===== src/rtl/pipelined_adder.sv =====
// Pipelined WIDTH-bit adder/subtractor with valid/ready flow control.
// Each stage resolves one CHUNK-bit slice plus the carry registered by the stage before it.
module pipelined_adder #(
   parameter int WIDTH  = 16,
   parameter int STAGES = 4
) (
   input  logic             clk,
   input  logic             rst_n,
   input  logic             flush,
   input  logic             in_valid,
   output logic             in_ready,
   input  logic             in_sub,
   input  logic [WIDTH-1:0] in_a,
   input  logic [WIDTH-1:0] in_b,
   output logic             out_valid,
   input  logic             out_ready,
   output logic [WIDTH:0]   out_sum
);
   localparam int CHUNK = WIDTH / STAGES;

   if ((WIDTH % STAGES) != 0) begin : g_bad_split
      $error("pipelined_adder: WIDTH must be a multiple of STAGES");
   end

   logic advance_s;
   logic accept_s;

   assign advance_s = ~g_stage[STAGES-1].valid_q | out_ready;
   assign in_ready  = advance_s & ~flush;
   assign accept_s  = in_valid & in_ready;
   assign out_valid = g_stage[STAGES-1].valid_q;
   assign out_sum   = {g_stage[STAGES-1].carry_q, g_stage[STAGES-1].sum_q};

   for (genvar k = 0; k < STAGES; k++) begin : g_stage
      // Operand bits still unconsumed when entering stage k: chunks k..STAGES-1.
      localparam int REM = WIDTH - k * CHUNK;
      localparam int RES = (k + 1) * CHUNK;

      logic [REM-1:0]   a_s;
      logic [REM-1:0]   b_s;
      logic             cin_s;
      logic             sub_s;
      logic             vin_s;
      logic [CHUNK:0]   chunk_s;
      logic [RES-1:0]   sum_d;
      logic             carry_d;
      logic             load_s;

      logic             valid_q;
      logic [RES-1:0]   sum_q;
      logic             carry_q;

      if (k == 0) begin : g_head
         assign a_s   = in_a;
         assign b_s   = in_sub ? ~in_b : in_b;
         assign cin_s = in_sub;
         assign sub_s = in_sub;
         assign vin_s = accept_s;
         assign sum_d = chunk_s[CHUNK-1:0];
      end else begin : g_body
         assign a_s   = g_stage[k-1].g_skew.a_q;
         assign b_s   = g_stage[k-1].g_skew.b_q;
         assign cin_s = g_stage[k-1].carry_q;
         assign sub_s = g_stage[k-1].g_skew.sub_q;
         assign vin_s = g_stage[k-1].valid_q;
         assign sum_d = {chunk_s[CHUNK-1:0], g_stage[k-1].sum_q};
      end

      assign chunk_s = {1'b0, a_s[CHUNK-1:0]} + {1'b0, b_s[CHUNK-1:0]} + {{CHUNK{1'b0}}, cin_s};
      // The final carry becomes the result MSB; subtraction inverts it into a borrow flag.
      assign carry_d = (k == STAGES - 1) ? (chunk_s[CHUNK] ^ sub_s) : chunk_s[CHUNK];
      assign load_s  = advance_s & ~flush & vin_s;

      always_ff @(posedge clk or negedge rst_n) begin
         if (!rst_n) begin
            valid_q <= 1'b0;
         end else if (flush) begin
            valid_q <= 1'b0;
         end else if (advance_s) begin
            valid_q <= vin_s;
         end
      end

      // Data only moves with a valid beat, so the output register holds across bubbles and flushes.
      always_ff @(posedge clk or negedge rst_n) begin
         if (!rst_n) begin
            sum_q   <= {RES{1'b0}};
            carry_q <= 1'b0;
         end else if (load_s) begin
            sum_q   <= sum_d;
            carry_q <= carry_d;
         end
      end

      if (k < STAGES - 1) begin : g_skew
         logic [REM-CHUNK-1:0] a_q;
         logic [REM-CHUNK-1:0] b_q;
         logic                 sub_q;

         always_ff @(posedge clk or negedge rst_n) begin
            if (!rst_n) begin
               a_q   <= {(REM-CHUNK){1'b0}};
               b_q   <= {(REM-CHUNK){1'b0}};
               sub_q <= 1'b0;
            end else if (load_s) begin
               a_q   <= a_s[REM-1:CHUNK];
               b_q   <= b_s[REM-1:CHUNK];
               sub_q <= sub_s;
            end
         end
      end
   end
endmodule


===== config.mk =====
export PLATFORM = sky130hd
export DESIGN_NAME = pipelined_adder
export DESIGN_NICKNAME = d
export VERILOG_FILES = /design/src/rtl/pipelined_adder.sv
export SDC_FILE = /design/constraint.sdc
export NUM_CORES = 1
export LEC_CHECK = 0
export ABC_AREA = 1
export CAP_MARGIN = 0
export CORE_UTILIZATION = 60
export DETAILED_ROUTE_END_ITERATION = 10
export PLACE_DENSITY = 0.85
export RECOVER_POWER = 100
export SYNTH_ARGS = -nofsm -noshare
export SYNTH_HDL_FRONTEND = slang
export SYNTH_SLANG_ARGS = --single-unit

===== constraint.sdc =====
create_clock -name clk -period 3.66 [get_ports clk]
set_clock_uncertainty 0.1 [all_clocks]
set_input_delay 0.366 -clock clk [delete_from_list [all_inputs] [get_ports clk]]
set_output_delay 0.366 -clock clk [all_outputs]
set_load 0.03 [all_outputs]

Word level (Yosys, flattened, before mapping)
Index checks and enable logic that the tools add are counted.

storage, ports and cells
  latch bits = 0
  RAM bits = 0
  ROM bits = 0
  flip-flop bits (word level) = 99
  logic and storage cells = 50
  memories kept = 0
  bits of input ports = 38
  output and inout port bits = 19

cells by class
  multiply operators = 0
  order comparisons = 0
  $add $sub $neg = 8
  bitwise operators = 11
  div/mod/pow operators = 0
  muxes and demuxes = 9
  equality and inequality tests = 0
  reductions and logical operators = 1
  shift-type cells = 0

operators by type and width
  cell                count
  $add A4 B4 Y5       4
  $add A5 B1 Y5       4
  $mux W16            1
  $not A16 Y16        1
  $mux W1             8
  $and A1 B1 Y1       6
  $not A1 Y1          2
  $reduce_bool A2 Y1  1
  $or A1 B1 Y1        1
  $xor A1 B1 Y1       1

Depth between registers and ports, before layout
  word-level depth = 6
  mapped depth = 12
  depth with buffers taken out = 10

Worst setup path after synthesis
Ideal clock, no wire load.

  path kind = input port to flip-flop
  start = in in_sub
  end = reg g_stage[0].sum_q[3]
  stages = 11
  setup time = 117 ps
  path buffers = 2
  data arrival time = 1593 ps
  path slack = 1849 ps
  data required time = 3443 ps
  cells stage by stage = buf_4 buf_4 xnor2_1 inv_1 ha_1 nand2_1 inv_1 nand2_1 nand3_1 nand3_1 nand2_1

between the ends
  longest elaborated chain between the ends = 3

RTL lines
  item                    line  text
  start: declaration      12    input logic in_sub,
  $mux W16                55    assign b_s = in_sub ? ~in_b : in_b;
  $add A4 B4 Y5           69    assign chunk_s = {1'b0, a_s[CHUNK-1:0]} + {1'b0, b_s[CHUNK-1:0]} + {{CHUNK{1'b0}}, cin_s};
  $add A5 B1 Y5 (*)       69
  end signal: assignment  87    sum_q <= {RES{1'b0}};
  end signal: assignment  90    sum_q <= sum_d;
  end: declaration        50    logic [RES-1:0] sum_q;

Every way passes the cells marked *; elsewhere a longest branch is shown, timed or not.
A chain may end at the register's enable or synchronous reset.

Final worst setup path
  start = in out_ready
  end = reg g_stage[1].sum_q[7]

between the ends
  longest elaborated chain between the ends = 3

RTL lines
  item                        line  text
  start: declaration          16    input logic out_ready,
  $or A1 B1 Y1                28    assign advance_s = ~g_stage[STAGES-1].valid_q | out_ready;
  $and A1 B1 Y1 (2 in a row)  72    assign load_s = advance_s & ~flush & vin_s;
  end signal: assignment      87
  end signal: assignment      90
  end: declaration            50

Every way passes these cells.

==> impl_metrics.sql <==
INSERT INTO impl_metrics (metric_group, metric, value, unit) VALUES
('sta', 'report.final.slew_viol_count', '29', ''),
('route', 'drt-initial-drc-count', '159', ''),
('finish', 'layout_cells_sized_above_1', '4.291', '%'),
('sta', 'report.final.hold_viol_count', '0', ''),
('logic_synthesis', 'synth-edff-count', '0', ''),
('global_routing', 'grt_pass1_wl', '13780', 'um'),
('route', 'drt_first_pass_iters', '4', ''),
('place', 'io_buffer_count', '56', ''),
('critical_path', 'ff_to_ff_start', 'out_valid', ''),
('hold_path', 'min_path_type', 'register to register', ''),
('route', 'route.final.wire_length', '8013', 'um'),
('global_routing', 'grt_overflow_total', '0', ''),
('clocking', 'cts.repair.resized', '0', ''),
('clocking', 'clk_transition_reported_paths', '90', 'ps'),
('logic_synthesis', 'synthesis.instances', '479', ''),
('logic_synthesis', 'syn-cell-area', '4608', 'um^2'),
('power', 'vdd.ir_drop.worst', '246.9', 'uV'),
('critical_path', 'critPathMostFrequentCell', 'sky130_fd_sc_hd__nand2_1', ''),
('hold_path', 'hold_path_startpoint', 'g_stage[3].sum_q[9]', ''),
('floorplan', 'initial_utilization', '62.86', '%'),
('floorplan', 'num_rows', '31', ''),
('critical_path', 'critical_path.n_buffers_inverters', '3', ''),
('global_routing', 'grt_antenna_before_repair', '0', ''),
('route', 'antenna_violating_nets_post_route', '0', ''),
('logic_synthesis', 'synth_top_area_cell', 'sky130_fd_sc_hd__dfrtp_1', ''),
('logic_synthesis', 'post_synth_num_cell_types', '24', ''),
('critical_path', 'start_kind', 'primary input', ''),
('sta', 'achievable-frequency', '390.2', 'MHz'),
('logic_synthesis', 'ys_async_sr_fraction', '100.0', '%'),
('sta', 'report.final.setup_viol', '0', ''),
('clocking', 'tritoncts.num_buffers', '9', ''),
('critical_path', 'timing.critical_path.cells', 'dlygate4sd3_1 -> inv_1 -> nand2_2 -> nand2_1 -> nor2_1 -> clkbuf_1 -> nand3_1 -> nand2_1', ''),
('route', 'avgRoutedWirePerCell', '12.62', 'um'),
('route', 'routed_via_density', '4.969', ''),
('finish', 'finish.net_count', '588', ''),
('outcome', 'outcome', 'finished with violations', ''),
('floorplan', 'floorplan.die.height', '89.64', 'um'),
('logic_synthesis', 'synth_flop_cell', 'sky130_fd_sc_hd__dfrtp_1', ''),
('critical_path', 'critical-path-top-delay-family', 'simple AND/OR/NAND/NOR gates', ''),
('logic_synthesis', 'synth_sequential_area_ratio', '53.76', '%'),
('sta', 'fin_tns_setup', '0', 'ps'),
('critical_path', 'reg2regPathDepth', '6', ''),
('global_routing', 'first_global_vias', '3067', ''),
('finish', 'final_core_util', '70.83', '%'),
('finish', 'num_antenna_cells', '0', ''),
('clocking', 'cts.htree.levels', '3', ''),
('finish', 'area_growth', '12.68', '%'),
('clocking', 'cts.root.buffer_cell', 'sky130_fd_sc_hd__clkbuf_8', ''),
('critical_path', 'worst_ep_arrival_time', '2770', 'ps'),
('critical_path', 'timing.critical_path.required', '3870', 'ps'),
('critical_path', 'crit_path_largest_cell_delay', '790', 'ps'),
('sta', 'timing.final.crit_share', '70.02', '%'),
('critical_path', 'crit_slowest_cell', 'sky130_fd_sc_hd__nor2_1', ''),
('clocking', 'cts_tree', 'done', ''),
('place', 'dp.final_hpwl', '5826', 'um'),
('logic_synthesis', 'syn_avg_cell_area', '9.620', 'um^2'),
('critical_path', 'critical_path_class', 'primary input to register', ''),
('place', 'place.gp.congestion', '0.7870', ''),
('hold_path', 'timing.hold.worst_path_depth', '2', ''),
('floorplan', 'num_io_pins', '57', ''),
('global_routing', 'grt_start_max_net_pins', '46', ''),
('floorplan', 'die_x', '89.64', 'um'),
('power', 'power.leakage', '2.558', 'nW'),
('floorplan', 'placeableCoreArea', '7331', 'um^2'),
('sta', 'worst-slew-pin-transition', '1548', 'ps'),
('finish', 'fillCellCount', '606', ''),
('global_routing', 'gr-usage-all-layers', '22.98', '%'),
('clocking', 'clock_path_buffers', '2', ''),
('run', 'maxCapViolations', '1', ''),
('outcome', 'violations', 'capacitance limit, slew limit', ''),
('clocking', 'numClockSinks', '99', '');
==> per-layer routing <==
| layer | vias to the layer above | share of wire [%] | GRT usage (%) |
|---|---|---|---|
| met5 | - | 0 | 0 |
| met4 | 0 | 1.3 | 8.658 |
| met3 | 7 | 3.5 | 3.656 |
| met2 | 77 | 48 | 36.71 |
| met1 | 1477 | 47 | 32.07 |
| li1 | 1594 | - | - |
==> cell usage in the layout (no fill, tap or decap), drive strengths merged <==
cell           synthesis  routed
dfrtp                 99      99
a21oi                  6       6
inv                   51      51
clkbuf                 2      14
dlygate4sd3            0      22
nor2                  10      10
ha                    12      12
nand2                169     169
nand3b                 7       7
clkinv                 0       1
o21ai                 70      70
buf                   18       2
xnor2                 11      11
clkdlybuf4s50          0      34
xor2                   7       7
fa                     7       7
clkinvlp               0       4
nand3                 10      10
==> path summary, 6_finish.rpt <==
check | endpoint | slack (ps)
min in group asynchronous | g_stage[3].sum_q[15] | 810
max in group asynchronous | g_stage[0].g_skew.a_q[7] | 1240
worst max-delay path | g_stage[1].sum_q[7] | 1100
worst max register to register | g_stage[1].sum_q[7] | 1250
worst min-delay path | g_stage[3].sum_q[9] | 370
worst min register to register | g_stage[3].sum_q[9] | 370
==> report_power, final <==
part / switching [mW] / internal (mW)
Combinational: 0.497 / 0.333
Clock: 0.374 / 0.267
Sequential: 0.132 / 1.36
==> cells in the mapped netlist, types with 3 or more instances <==
library cell / count
sky130_fd_sc_hd__a21oi_1: 6
sky130_fd_sc_hd__buf_2: 5
sky130_fd_sc_hd__buf_4: 7
sky130_fd_sc_hd__buf_6: 6
sky130_fd_sc_hd__dfrtp_1: 99
sky130_fd_sc_hd__fa_1: 7
sky130_fd_sc_hd__ha_1: 12
sky130_fd_sc_hd__inv_1: 47
sky130_fd_sc_hd__inv_2: 3
sky130_fd_sc_hd__nand2_1: 167
sky130_fd_sc_hd__nand3_1: 10
sky130_fd_sc_hd__nand3b_1: 7
sky130_fd_sc_hd__nor2_1: 6
sky130_fd_sc_hd__nor2_4: 3
sky130_fd_sc_hd__o21ai_0: 35
sky130_fd_sc_hd__o21ai_1: 5
sky130_fd_sc_hd__o21ai_2: 30
sky130_fd_sc_hd__xnor2_1: 11
sky130_fd_sc_hd__xor2_1: 7
==> stage by stage <==
stage / instance area [um^2] / power (mW) / hold slack (ps) / setup slack (ps) / cells
2_1_floorplan: 4608 / 2.141 / -29.59 / 1849 / 479
3_3_place_gp: 5147 / 2.419 / 208.5 / 1411 / 618
3_5_place_dp: 5147 / 2.470 / 215.4 / 1288 / 618
4_1_cts: 5338 / 3.105 / 364.3 / 1377 / 635
5_1_grt: 5192 / 3.179 / 406.1 / 805.2 / 635
6_report: 5192 / 2.965 / 373.9 / 1097 / 635
==> kinds of logic after synthesis <==
kind of cell	Yosys count	synth area share (%)
buf+inv	71	7.955
compound gates	76	10.70
flops	99	53.76
fa+ha+maj	19	6.299
simple gates	196	17.87
xor+xnor	18	3.421
==> state kept, by name, indices dropped and copies added, names as in the netlist <==
register              count
g_stage.carry_q           4
g_stage.g_skew.a_q       24
g_stage.g_skew.b_q       24
g_stage.g_skew.sub_q      3
g_stage.sum_q            40
g_stage.valid_q           3
out_valid                 1
==> final cells by class <==
| class | count | share of cell area, % |
|---|---|---|
| clock buffer | 11 | 2.723 |
| sequential | 99 | 47.71 |
| clock inverter | 5 | 0.7470 |
| timing repair buffer | 61 | 11.33 |
| multi-input combinational | 309 | 31.37 |
| tap | 99 | 2.386 |
| inverter | 51 | 3.735 |
==> tightest hold or removal path, stage by stage, from the launching register on <==
cell and delay, ps:
sky130_fd_sc_hd__dfrtp_1 350, sky130_fd_sc_hd__nand2_1 50, sky130_fd_sc_hd__nand2_1 50
==> timing repair <==
| item | CTS | global route |
|---|---|---|
| hold buffers | 1 | 0 |
| setup buffers | 0 | 0 |
| endpoints found under the hold margin | 26 | 0 |
(Power assumes the default switching activity.)
==> edit, RTL diff (same settings) <==
Set the parameter `WIDTH` to 32 (it was 16).
--- a/src/rtl/pipelined_adder.sv
+++ b/src/rtl/pipelined_adder.sv
@@ -3,3 +3,3 @@
 module pipelined_adder #(
-   parameter int WIDTH  = 16,
+   parameter int WIDTH  = 32,
    parameter int STAGES = 4
Ports: changed (resized in_a, in_b and out_sum); port bits go from 57 to 105. The function was not compared with the original's and may differ.
==> edit against the unedited design <==
The run still ends with max-capacitance violations, max-slew violations left; maximum frequency down 5.2%; total power is 120% higher; area after synthesis increased by 87%; global-route usage is 2.3 points higher; sequential cell count grew 88; worst setup slack got worse by 140 ps; cell area rose by 97%; sequential share of layout area fell by 2.0 points; hold slack worse by 48 ps; sequential power rose by 93%; routed wire length increased by 120%; critical path type unchanged; critical endpoint is now g_stage[1].sum_q[15]; largest cell class unchanged; largest power group unchanged.
==> edit: results (changes against the unedited design) <==
- Nets: 1178 (was 588)
- Routing usage on met1: 0.354 (was 0.321)
- Cts bufs inserted: 17 (was 9)
- Status: complete, but fails checks (unchanged)
- Max-cap violations: 1 (unchanged)
- Seq/Total Area, Yosys: 0.544 (was 0.538)
- End of the worst register-to-register path: g_stage[1].sum_q[15] (was g_stage[1].sum_q[7])
- Grt met2 use: 0.401 (was 0.367)
- Maximum number of pins on one net before global-route repair: 105 (was 46)
- First-pass GRT wire length: 28.8 mm (was 13.8 mm)
- Family with the most delay on the worst path: buffers and inverters (was simple AND/OR/NAND/NOR gates)
- Length of routed met2 wiring: 8.22 mm (was 3.83 mm)
- Clock power share: 0.276 (was 0.216)
- Mapped Nets: 1089 (was 536)
- Violated checks: max-capacitance violations, max-slew violations (unchanged)
- Area share of fa/ha/maj cells after synthesis: 0.0570 (was 0.0630)
- GR Util All Layers: 0.253 (was 0.230)
- Max incr delay on CP: 1010 ps (was 790 ps)
- CP arrival: 2960 ps (was 2770 ps)
- # fillers: 1013 (was 606)
- H-tree depth: 4 (was 3)
- Proportion of synthesized area in mux cells: 0 (unchanged)
- Met3 usage: 0.0548 (was 0.0366)
- Synth top area cells: dfrtp_1 (54%), nand2_1 (18%), o21ai_0 (5.8%) (was dfrtp_1 (54%), nand2_1 (14%), o21ai_2 (5.7%))
- Comb pwr share: 0.277 (was 0.280)
- Vias in the first global route: 6120 (was 3067)
- Synth Area in XOR/XNOR: 0.0428 (was 0.0342)
- Max-slew headroom: -0.0526 (was -0.0323)
- Biggest regs: g_stage.sum_q: 80 flops, g_stage.g_skew.a_q: 48 flops, g_stage.g_skew.b_q: 48 flops (was g_stage.sum_q: 40 flops, g_stage.g_skew.a_q: 24 flops, g_stage.g_skew.b_q: 24 flops)
- Clock latency at the later pin of the worst-skew pair: 430 ps (was 360 ps)
- Clock-pin slew on the worst setup and hold paths: 70 ps (was 90 ps)
- Vias/cell: 5.15 (was 4.97)
- Post-DP HPWL: 11.5 mm (was 5.83 mm)
- Netlist cell types: 29 (was 24)
- Slowest cell on crit path: clkbuf_2 (was nor2_1)
- Worst R2R Setup Slack: 1050 ps (was 1250 ps)
- DR pass1 iterations: 5 (was 4)
- Sw Pwr: 2.10 mW (was 1.00 mW)
- HP Class: input pin to async pin (was flop to flop)
- # resized after CTS: 0 (unchanged)
- Slew Limit Fails: 89 (was 29)
- Crit-path max FO: 76 (was 18)
- Clock tree buffer depth: 2 (unchanged)
- Met3 Routed Length: 809 µm (was 277 µm)
- Static Leak: 5.26 nW (was 2.56 nW)
- Synth top cells by count: nand2_1 (421), dfrtp_1 (187), o21ai_0 (100) (was nand2_1 (167), dfrtp_1 (99), inv_1 (47))
- DRC violation total after the first TritonRoute iteration: 624 (was 159)
- RePlAce Congestion: 0.869 (was 0.787)
- CTS root buf: clkbuf_16 (was clkbuf_8)
- Port Buffer Count: 104 (was 56)
edit: worst register-to-register path, delay by kind of cell, from the launching register on:
family / cells / cell delay [ps]
buffers and inverters: 2 / 1220
AOI/OAI and AO/OA: 1 / 260
and+or+nand+nor: 3 / 580
DFF: 1 / 390
edit: area by class of cell:
cell class,count,area (µm²),area share
Clock inverter,5,58.8,0.00574
Inverter,71,267,0.0260
Multi-Input combinational cell,684,3400,0.332
Clock buffer,25,515,0.0503
Tap cell,180,225,0.0220
Timing Repair Buffer,112,1090,0.107
Sequential cell,187,4680,0.457
edit: metrics by stage:
step | cells | util | setup slack (ps) | cell area [µm²] | power [mW]
floorplan | 984 | - | 1520 | 8600 | 4.05
global placement | 1233 | 0.695 | 1020 | 9690 | 4.65
detailed placement | 1233 | 0.695 | 863 | 9690 | 4.73
CTS | 1264 | 0.737 | 1280 | 10300 | 6.52
global route | 1264 | 0.735 | 748 | 10200 | 6.82
finish | 1264 | 0.735 | 958 | 10200 | 6.44
